[config.mk]
export PLATFORM = sky130hd
export DESIGN_NAME = secuenciador_cadena
export DESIGN_NICKNAME = d
export VERILOG_FILES = /design/src/rtl/cadena_pkg.sv /design/src/rtl/paso_puntero.sv /design/src/rtl/secuenciador_cadena.sv
export SDC_FILE = /design/constraint.sdc
export NUM_CORES = 1
export LEC_CHECK = 0
export ABC_AREA = 1
export CAP_MARGIN = 20
export CORE_UTILIZATION = 52
export DETAILED_ROUTE_END_ITERATION = 7
export PLACE_DENSITY = 0.91
export SYNTH_ARGS = -nofsm -noshare
export SYNTH_HDL_FRONTEND = slang
export SYNTH_SLANG_ARGS = --single-unit
[constraint.sdc]
create_clock -name CLK -period 2.77 [get_ports CLK]
set_clock_uncertainty 0.05 [all_clocks]
set_input_delay 0.554 -clock CLK [delete_from_list [all_inputs] [get_ports CLK]]
set_output_delay 0.554 -clock CLK [all_outputs]
set_load 0.03 [all_outputs]
[src/rtl/cadena_pkg.sv]
// cadena_pkg: shared widths, pointer steps and state encoding for the string-move sequencer
package cadena_pkg;
  localparam int ANCHO     = 16;
  localparam int PASO_BYTE = 1;
  localparam int PASO_WORD = 2;
  typedef enum logic [2:0] {
    IDLE   = 3'd0,
    CHECK  = 3'd1,
    READ   = 3'd2,
    WRITE  = 3'd3,
    UPDATE = 3'd4,
    FINISH = 3'd5
  } estado_t;
endpackage

[src/rtl/paso_puntero.sv]
// paso_puntero: advances a pointer by a byte or word step in either direction, wrapping modulo 2^ANCHO
module paso_puntero #(
  parameter int ANCHO     = cadena_pkg::ANCHO,
  parameter int PASO_BYTE = cadena_pkg::PASO_BYTE,
  parameter int PASO_WORD = cadena_pkg::PASO_WORD
) (
  input  logic [ANCHO-1:0] val_i,
  input  logic             word_i,
  input  logic             df_i,
  output logic [ANCHO-1:0] res_o
);
  logic [ANCHO-1:0] paso;
  assign paso  = word_i ? ANCHO'(PASO_WORD) : ANCHO'(PASO_BYTE);
  assign res_o = df_i ? val_i - paso : val_i + paso;
endmodule

[src/rtl/secuenciador_cadena.sv]
// secuenciador_cadena: copies [SI] to [DI] once or while CX!=0, driving the memory port and
// the SI/DI/CX load strobes from registered outputs.
module secuenciador_cadena #(
  parameter int ANCHO     = cadena_pkg::ANCHO,
  parameter int PASO_BYTE = cadena_pkg::PASO_BYTE,
  parameter int PASO_WORD = cadena_pkg::PASO_WORD
) (
  input  logic             CLK,
  input  logic             RST_N,
  input  logic             START,
  input  logic             REP,
  input  logic             WORD,
  input  logic             DF,
  input  logic [ANCHO-1:0] SI_IN,
  input  logic [ANCHO-1:0] DI_IN,
  input  logic [ANCHO-1:0] CX_IN,
  output logic             MEM_RD_REQ,
  output logic             MEM_WR_REQ,
  output logic [ANCHO-1:0] MEM_ADDR,
  output logic [ANCHO-1:0] MEM_WDATA,
  input  logic [ANCHO-1:0] MEM_RDATA,
  input  logic             MEM_ACK,
  output logic             SI_ENA,
  output logic             DI_ENA,
  output logic             CX_ENA,
  output logic [ANCHO-1:0] SI_D,
  output logic [ANCHO-1:0] DI_D,
  output logic [ANCHO-1:0] CX_D,
  output logic             BUSY,
  output logic             DONE
);
  import cadena_pkg::*;
  estado_t          state_q, state_d;
  logic [ANCHO-1:0] si_q, si_d, di_q, di_d, cx_q, cx_d, dato_q, dato_d;
  logic [ANCHO-1:0] si_nx, di_nx, cx_nx;
  logic             rep_q, rep_d, word_q, word_d, df_q, df_d, upd;
  logic             rd_q, wr_q, si_ena_q, di_ena_q, cx_ena_q, busy_q, done_q;
  logic [ANCHO-1:0] addr_q, sid_q, did_q, cxd_q;
  paso_puntero #(.ANCHO(ANCHO), .PASO_BYTE(PASO_BYTE), .PASO_WORD(PASO_WORD)) u_si (
    .val_i(si_q), .word_i(word_q), .df_i(df_q), .res_o(si_nx)
  );
  paso_puntero #(.ANCHO(ANCHO), .PASO_BYTE(PASO_BYTE), .PASO_WORD(PASO_WORD)) u_di (
    .val_i(di_q), .word_i(word_q), .df_i(df_q), .res_o(di_nx)
  );
  assign cx_nx = cx_q - ANCHO'(1);
  assign upd   = state_d == UPDATE;
  always_comb begin
    state_d = state_q;
    si_d    = si_q;
    di_d    = di_q;
    cx_d    = cx_q;
    dato_d  = dato_q;
    rep_d   = rep_q;
    word_d  = word_q;
    df_d    = df_q;
    case (state_q)
      IDLE: if (START) begin
        state_d = CHECK;
        si_d    = SI_IN;
        di_d    = DI_IN;
        cx_d    = CX_IN;
        rep_d   = REP;
        word_d  = WORD;
        df_d    = DF;
      end
      CHECK: state_d = (rep_q && cx_q == '0) ? FINISH : READ;
      READ: if (MEM_ACK) begin
        dato_d  = MEM_RDATA;
        state_d = WRITE;
      end
      WRITE: state_d = MEM_ACK ? UPDATE : WRITE;
      UPDATE: begin
        si_d    = si_nx;
        di_d    = di_nx;
        cx_d    = rep_q ? cx_nx : cx_q;
        state_d = rep_q ? CHECK : FINISH;
      end
      default: state_d = IDLE;
    endcase
  end
  // Outputs are decoded from the next state so they are flops aligned with the state they belong to.
  always_ff @(posedge CLK or negedge RST_N) begin
    if (!RST_N) begin
      state_q  <= IDLE;
      si_q     <= '0;
      di_q     <= '0;
      cx_q     <= '0;
      dato_q   <= '0;
      rep_q    <= 1'b0;
      word_q   <= 1'b0;
      df_q     <= 1'b0;
      rd_q     <= 1'b0;
      wr_q     <= 1'b0;
      addr_q   <= '0;
      si_ena_q <= 1'b0;
      di_ena_q <= 1'b0;
      cx_ena_q <= 1'b0;
      sid_q    <= '0;
      did_q    <= '0;
      cxd_q    <= '0;
      busy_q   <= 1'b0;
      done_q   <= 1'b0;
    end else begin
      state_q  <= state_d;
      si_q     <= si_d;
      di_q     <= di_d;
      cx_q     <= cx_d;
      dato_q   <= dato_d;
      rep_q    <= rep_d;
      word_q   <= word_d;
      df_q     <= df_d;
      rd_q     <= state_d == READ;
      wr_q     <= state_d == WRITE;
      addr_q   <= state_d == READ ? si_d : state_d == WRITE ? di_d : '0;
      si_ena_q <= upd;
      di_ena_q <= upd;
      cx_ena_q <= upd && rep_q;
      sid_q    <= upd ? si_nx : sid_q;
      did_q    <= upd ? di_nx : did_q;
      cxd_q    <= upd && rep_q ? cx_nx : cxd_q;
      busy_q   <= state_d != IDLE;
      done_q   <= state_d == FINISH;
    end
  end
  assign MEM_RD_REQ = rd_q;
  assign MEM_WR_REQ = wr_q;
  assign MEM_ADDR   = addr_q;
  assign MEM_WDATA  = dato_q;
  assign SI_ENA     = si_ena_q;
  assign DI_ENA     = di_ena_q;
  assign CX_ENA     = cx_ena_q;
  assign SI_D       = sid_q;
  assign DI_D       = did_q;
  assign CX_D       = cxd_q;
  assign BUSY       = busy_q;
  assign DONE       = done_q;
endmodule

== After elaboration in Yosys (flattened, before gate mapping) ==
Index checks and enable logic that the tools add are counted.

* Add/sub/neg operators: 5
* Eq/ne operators: 10
* Multiplexer cells: 18
* Reductions and logical operators: 9

{| class="wikitable"
|+ Operators by type and width
! operator !! number
|-
| 16-bit 2-to-1 mux || 8
|-
| 16-bit one-hot mux with 2 select lines || 3
|-
| 16-bit adder || 2
|-
| 16-bit subtractor || 2
|-
| 16-bit logical NOT || 1
|-
| 16-bit by 1-bit subtractor with 16-bit output (second input constant) || 1
|-
| 3-bit 2-to-1 mux || 5
|-
| 3-bit one-hot mux with 5 select lines || 1
|-
| 3-bit by 2-bit equality test with 1-bit output (second input constant) || 4
|-
| 3-bit equality test (second input constant) || 3
|-
| 2-bit != test (second input constant) || 2
|-
| 2-bit AND reduction || 2
|-
| 3-bit by 1-bit equality test with 1-bit output (second input constant) || 1
|-
| 3-bit logical NOT || 1
|-
| 3-bit AND reduction || 1
|-
| 3-bit nonzero test || 1
|-
| 1-bit logical AND || 2
|-
| 2-bit 2-to-1 mux || 1
|-
| 2-bit nonzero test || 1
|}

* Register bits: 140
* Input port bits: 71
* Output and inout bits: 87
* Logic and storage cells: 60

== Depth between registers and ports, before layout ==
Gate-level depths: netlist of the first run.

* Word-level depth: 7
* Depth in mapped cells: 17
* Mapped depth without buffers: 17

== Modules after synthesis ==
A second synthesis of the first run with hierarchy kept.

* Cells, all modules: 1118
* Area total of the unflattened synthesis: 7973.9 µm²

{| class="wikitable"
|+ By module, submodules not included
! module !! times used !! cells an instance !! area each (µm²) !! sequential area each (µm²)
|-
| secuenciador_cadena || 1 || 748 || 6112.1 || 3503.4
|-
| paso_puntero || 2 || 185 || 930.9 || 0.0
|}

== Worst setup path before layout of the first run ==
OpenSTA, ideal clock, no wires.

* Kind: register to register
* From: reg df_q
* To: reg addr_q[8], in the netlist MEM_ADDR[8]
* Data arrival time: 2.249 ns
* Data required time: 2.603 ns
* Slack: 0.354 ns
* Stages on the path, launching flop included: 16
* Period minus slack after synthesis: 2.416 ns
* Cell sequence: dfrtp_1 -> buf_2 -> nand3_1 -> nand2_1 -> inv_1 -> ha_1 -> inv_1 -> nand2_1 -> nand2_1 -> o211ai_1 -> nand2_1 -> nand3b_1 -> nand3_1 -> nand2_1 -> nand3_1 -> nand2_1

* Cells in the longest elaborated chain, start to end: 4

{| class="wikitable"
|+ RTL lines
! element !! line !! RTL
|-
| from (decl) || secuenciador_cadena.sv:36 || <nowiki>logic rep_q, rep_d, word_q, word_d, df_q, df_d, upd;</nowiki>
|-
| from (signal assigned) || secuenciador_cadena.sv:91 || <nowiki>df_q <= 1'b0;</nowiki>
|-
| from (signal assigned) || secuenciador_cadena.sv:111 || <nowiki>df_q <= df_d;</nowiki>
|-
| 16-bit 2-to-1 mux || paso_puntero.sv:14 || <nowiki>assign res_o = df_i ? val_i - paso : val_i + paso;</nowiki>
|-
| 16-bit one-hot mux with 2 select lines || secuenciador_cadena.sv:56 || <nowiki>case (state_q)</nowiki>
|-
| 16-bit 2-to-1 mux || secuenciador_cadena.sv:114 || <nowiki>addr_q <= state_d == READ ? si_d : state_d == WRITE ? di_d : '0;</nowiki>
|-
| 16-bit 2-to-1 mux * || secuenciador_cadena.sv:114 ||
|-
| to (signal assigned) || secuenciador_cadena.sv:114 ||
|-
| to (decl) || secuenciador_cadena.sv:38 || <nowiki>logic [ANCHO-1:0] addr_q, sid_q, did_q, cxd_q;</nowiki>
|}

Every way passes the cells marked *; elsewhere a longest branch is shown, timed or not.
A chain may end at the register's enable or synchronous reset.

== Worst setup path in the final report of the first run ==
* From: reg state_q[1]
* To: reg addr_q[10], in the netlist MEM_ADDR[10]

{| class="wikitable"
|+ RTL lines
! element !! line !! RTL
|-
| from (decl) || secuenciador_cadena.sv:33 || <nowiki>estado_t state_q, state_d;</nowiki>
|-
| from (signal assigned) || secuenciador_cadena.sv:104 || <nowiki>state_q <= state_d;</nowiki>
|-
| 3-bit equality test or 3-bit logical NOT (tied branches) || secuenciador_cadena.sv:56 ||
|-
| 16-bit one-hot mux with 2 select lines * || secuenciador_cadena.sv:56 ||
|-
| named net si_d[10] || secuenciador_cadena.sv:34 || <nowiki>logic [ANCHO-1:0] si_q, si_d, di_q, di_d, cx_q, cx_d, dato_q, dato_d;</nowiki>
|-
| 16-bit 2-to-1 mux * || secuenciador_cadena.sv:114 ||
|}

The timed path passes the listed nets; every way through them passes the cells marked *.

==> results of run 1 <==
[cell usage in the layout, fill, tap and decap left out, drive strengths merged, types with 6 or more instances in the layout]
cell and count:
buf 13, o211ai 12, a22oi 9, nand4 10, a221oi 10, bufinv 6
nand3b 12, o21ai 45, ha 34, a21boi 7, or2 6, a31oi 6
xor2 19, dfrtp 140, nor2 68, inv 81, clkbuf 21, mux2 16
nand2 308, a21oi 41, nor3 9, clkdlybuf4s50 156, nand3 70
[cells by family (layout without fill, tap and decap cells)]
family | Yosys count | count (layout) | synth area share, %
AND/OR/NAND/NOR | 488 | 488 | 27.6
AO/OA/AOI/OAI | 146 | 146 | 11.5
flip-flops | 140 | 140 | 45.2
buffers and inverters | 111 | 281 | 5.76
adder cells (fa/ha/maj) | 34 | 34 | 5.48
XOR/XNOR | 20 | 20 | 2.26
multiplexers | 16 | 16 | 2.32
[power by group through the flow]
| stage | combinational [uW] | clock (uW) | sequential (uW) |
|---|---|---|---|
| after CTS | 8430 | 2680 | 3610 |
| after global placement | 8140 | 0 | 3580 |
| after global routing | 9380 | 2760 | 3720 |
| after floorplan | 4760 | 0 | 4600 |
| after detailed placement | 8340 | 0 | 3610 |
| final | 8510 | 2660 | 3620 |
[per-stage QoR]
step                      instances  area [um2]
after floorplan                 955        7760
after global placement         1278        9550
after detailed placement       1278        9550
after CTS                      1309       10200
after global routing           1309       10200
final                          1309       10200
[routing by layer]
layer,vias up,share of wire [%],GRT usage (%),routed length [um]
met1,3449,40,37.2,8790
met2,389,48,49.7,10400
met3,62,9.2,8.15,2010
li1,3480,-,-,-
met5,-,0,0,0
met4,0,2.8,11.2,606
[registers in the layout (all words and copies together) (netlist names), 3 cells and up]
signal	count
CX_D	16
DI_D	16
MEM_ADDR	16
MEM_WDATA	16
SI_D	16
cx_q	16
di_q	16
si_q	16
state_q	3
[cell type report]
cell class / instances / area share (%)
Multi-Input combinational cell: 704 / 37.2
Sequential cell: 140 / 34.3
Timing Repair Buffer: 169 / 16.6
Clock buffer: 21 / 4.60
Inverter: 81 / 2.97
Tap cell: 184 / 2.25
Clock inverter: 10 / 2.06
[worst paths after layout]
kind | endpoint | cells after the start | slack, ns
setup / recovery | MEM_ADDR[10]$_DFF_PN0_ | 7 | 0.33
hold / removal | SI_D[0]$_DFFE_PN0P_ | 1 | 0.06
setup reg to reg | MEM_ADDR[10]$_DFF_PN0_ | 7 | 0.33
hold reg to reg | SI_D[12]$_DFFE_PN0P_ | 2 | 0.43
max in group asynchronous | MEM_WDATA[3]$_DFFE_PN0P_ | 2 | 1.97
min in group CLK | SI_D[12]$_DFFE_PN0P_ | 2 | 0.43
==> results.md, run 1 <==
- Hold Violations, Final: 0
- Mapped Area: 7760 um2
- Cells after synthesis: approximately 960
- EDFF count, synth: 0
- Buf+Inv Stages, Crit Path: 0
- Final TNS setup: 0 ns
- Cell mode on critical path: nand2_1
- Fillers: 1082
- Final min period: about 2.4 ns
- Wire per inst: approximately 17 um
- Share of the synthesized area in the top cell type: 45.2%
- Leakage: 0.00491 uW
- Synth cell count leaders: nand2_1 (305), dfrtp_1 (140), inv_1 (74)
- DRC errors left: 0
- Multi-input combinational cell area: roughly 3800 um2
- Clk pwr share: between 10% and 20%
- DR vias/cell: 5.64
- RSZ-0062 raised after global routing: no
- Top-count cell post-synth: nand2_1
- Final wirelength: 21800 um
- Root buf cell: clkbuf_16
- Crit path max-delay family: simple AND/OR/NAND/NOR gates
- Max Clock Freq: 410 MHz
- Crit-path max FO: 13
- Postcts setup bufs: 0
- Core Box Area: approximately 15000 um2
- Fin nets: between 1000 and 1500
- Slack of the critical path: approximately 0.33 ns
- Max_cap viols: 0
- Synth unique cells: 46
- Die area: 15400 um2
- Hold Slack: slightly above 0.06 ns
- IO Count: roughly 160
- Post-detail-place hpwl: 15700 um
- Int Pwr: just under 8000 uW
- Cells along the critical path: nor2_4 -> nand2_4 -> nor2_1 -> a221oi_1 -> a21oi_1 -> nand2_1 -> nand2_1
- Max-slew violations: 0
- Routed Antenna Nets: 0
- Vias in the first global route: about 7300
- Sequential share of the synthesized area: a little under half
- Share of cells above drive strength 1: a little under 8%
- Util after Layout: between 70% and 80%
- Crit path from: state_q[1]$_DFF_PN0_
- Yosys reg bits: 140
- Total power: approximately 15000 uW
- Logic pwr share: between 50 and 60%
- Routability cong.: roughly 0.96
- Min-delay worst type: input port to async pin
- Run status: finished, final reports clean
- Largest cells by area after synthesis: dfrtp_1 (45%), nand2_1 (15%), ha_1 (5.5%)
- First-pass GRT wire length: roughly 35000 um
- Synth area leader: dfrtp_1
- P_sw: 6910 uW
- Gr usage total: 30.0%
- Worst slew margin: between 30% and 40%
- Area grow syn2layout: 31.8%
- Site row count: 44
- Top_reg_cell synth: dfrtp_1
- Grt ovf: 0
- Warnings, synthesis: 0
- Crit path kind: flop to flop
- Net Sw Frac: between 40% and 50%
- Seq pwr share: 24.5%
- Measured slew at the worst slew-check pin: 0.997 ns
- Initial antenna violation count: 0
- TritonRoute pass-1 iters: 5
- Worst path slowest cell: nor2_1
- Worst R2R Start: state_q[1]$_DFF_PN0_
- DR iter-0 viols: 499
- Initial Util: ~53%
- Power per cell area: 1450 nW/um2
- Crit share post-route: between 80% and 90%
- Setup-failing EPs final: 0
- Die X-Extent: between 100 and 150 um
- DP Worst Slack: about 0.14 ns
- WP data arrival: between 2 and 3 ns
- CTS Sinks: 140
- Max incr delay on CP: approximately 0.77 ns
- TritonCTS clock tree: built
- # diodes: 0
- FF+latch area: 3500 um2
- CTS Buffer Depth: 2
- TritonCTS buffer count: 17
- Syn_area_per_cell: around 8 um2
- Ys async rst share: 100%
- Port Buf Inserts: between 150 and 200
- Worst IR Drop VDD: between 0.0008 and 0.0009 V
- Startpoint types: flop
- CTS H-tree lvls: 4
- Vias: between 7000 and 8000
- Post-CTS Resized: 0
- Die Y: about 120 um
- Endpoint class of the critical path: flop
- Largest net degree at the start of global routing: 63
- Synthesized Nets: roughly 1100
- CP required: roughly 3 ns
- Hold buffer count at cts: 0
- Clock Latency Late Sink: approximately 0.43 ns
- CTS clk-pin slew, worst paths: approximately 0.060 ns
Power figures use the tool's default switching activity.
==> run 2, diff against run 1 <==
--- a/config.mk
+++ b/config.mk
@@ -6,6 +6,7 @@
 export NUM_CORES = 1
 export LEC_CHECK = 0
 export ABC_AREA = 1
+export ABC_CLOCK_PERIOD_IN_PS = 2770
 export CAP_MARGIN = 20
 export CORE_UTILIZATION = 52
 export DETAILED_ROUTE_END_ITERATION = 7
==> results of run 2 <==
Same layout as run 1: the final DEF is identical, and so are final timing and power.
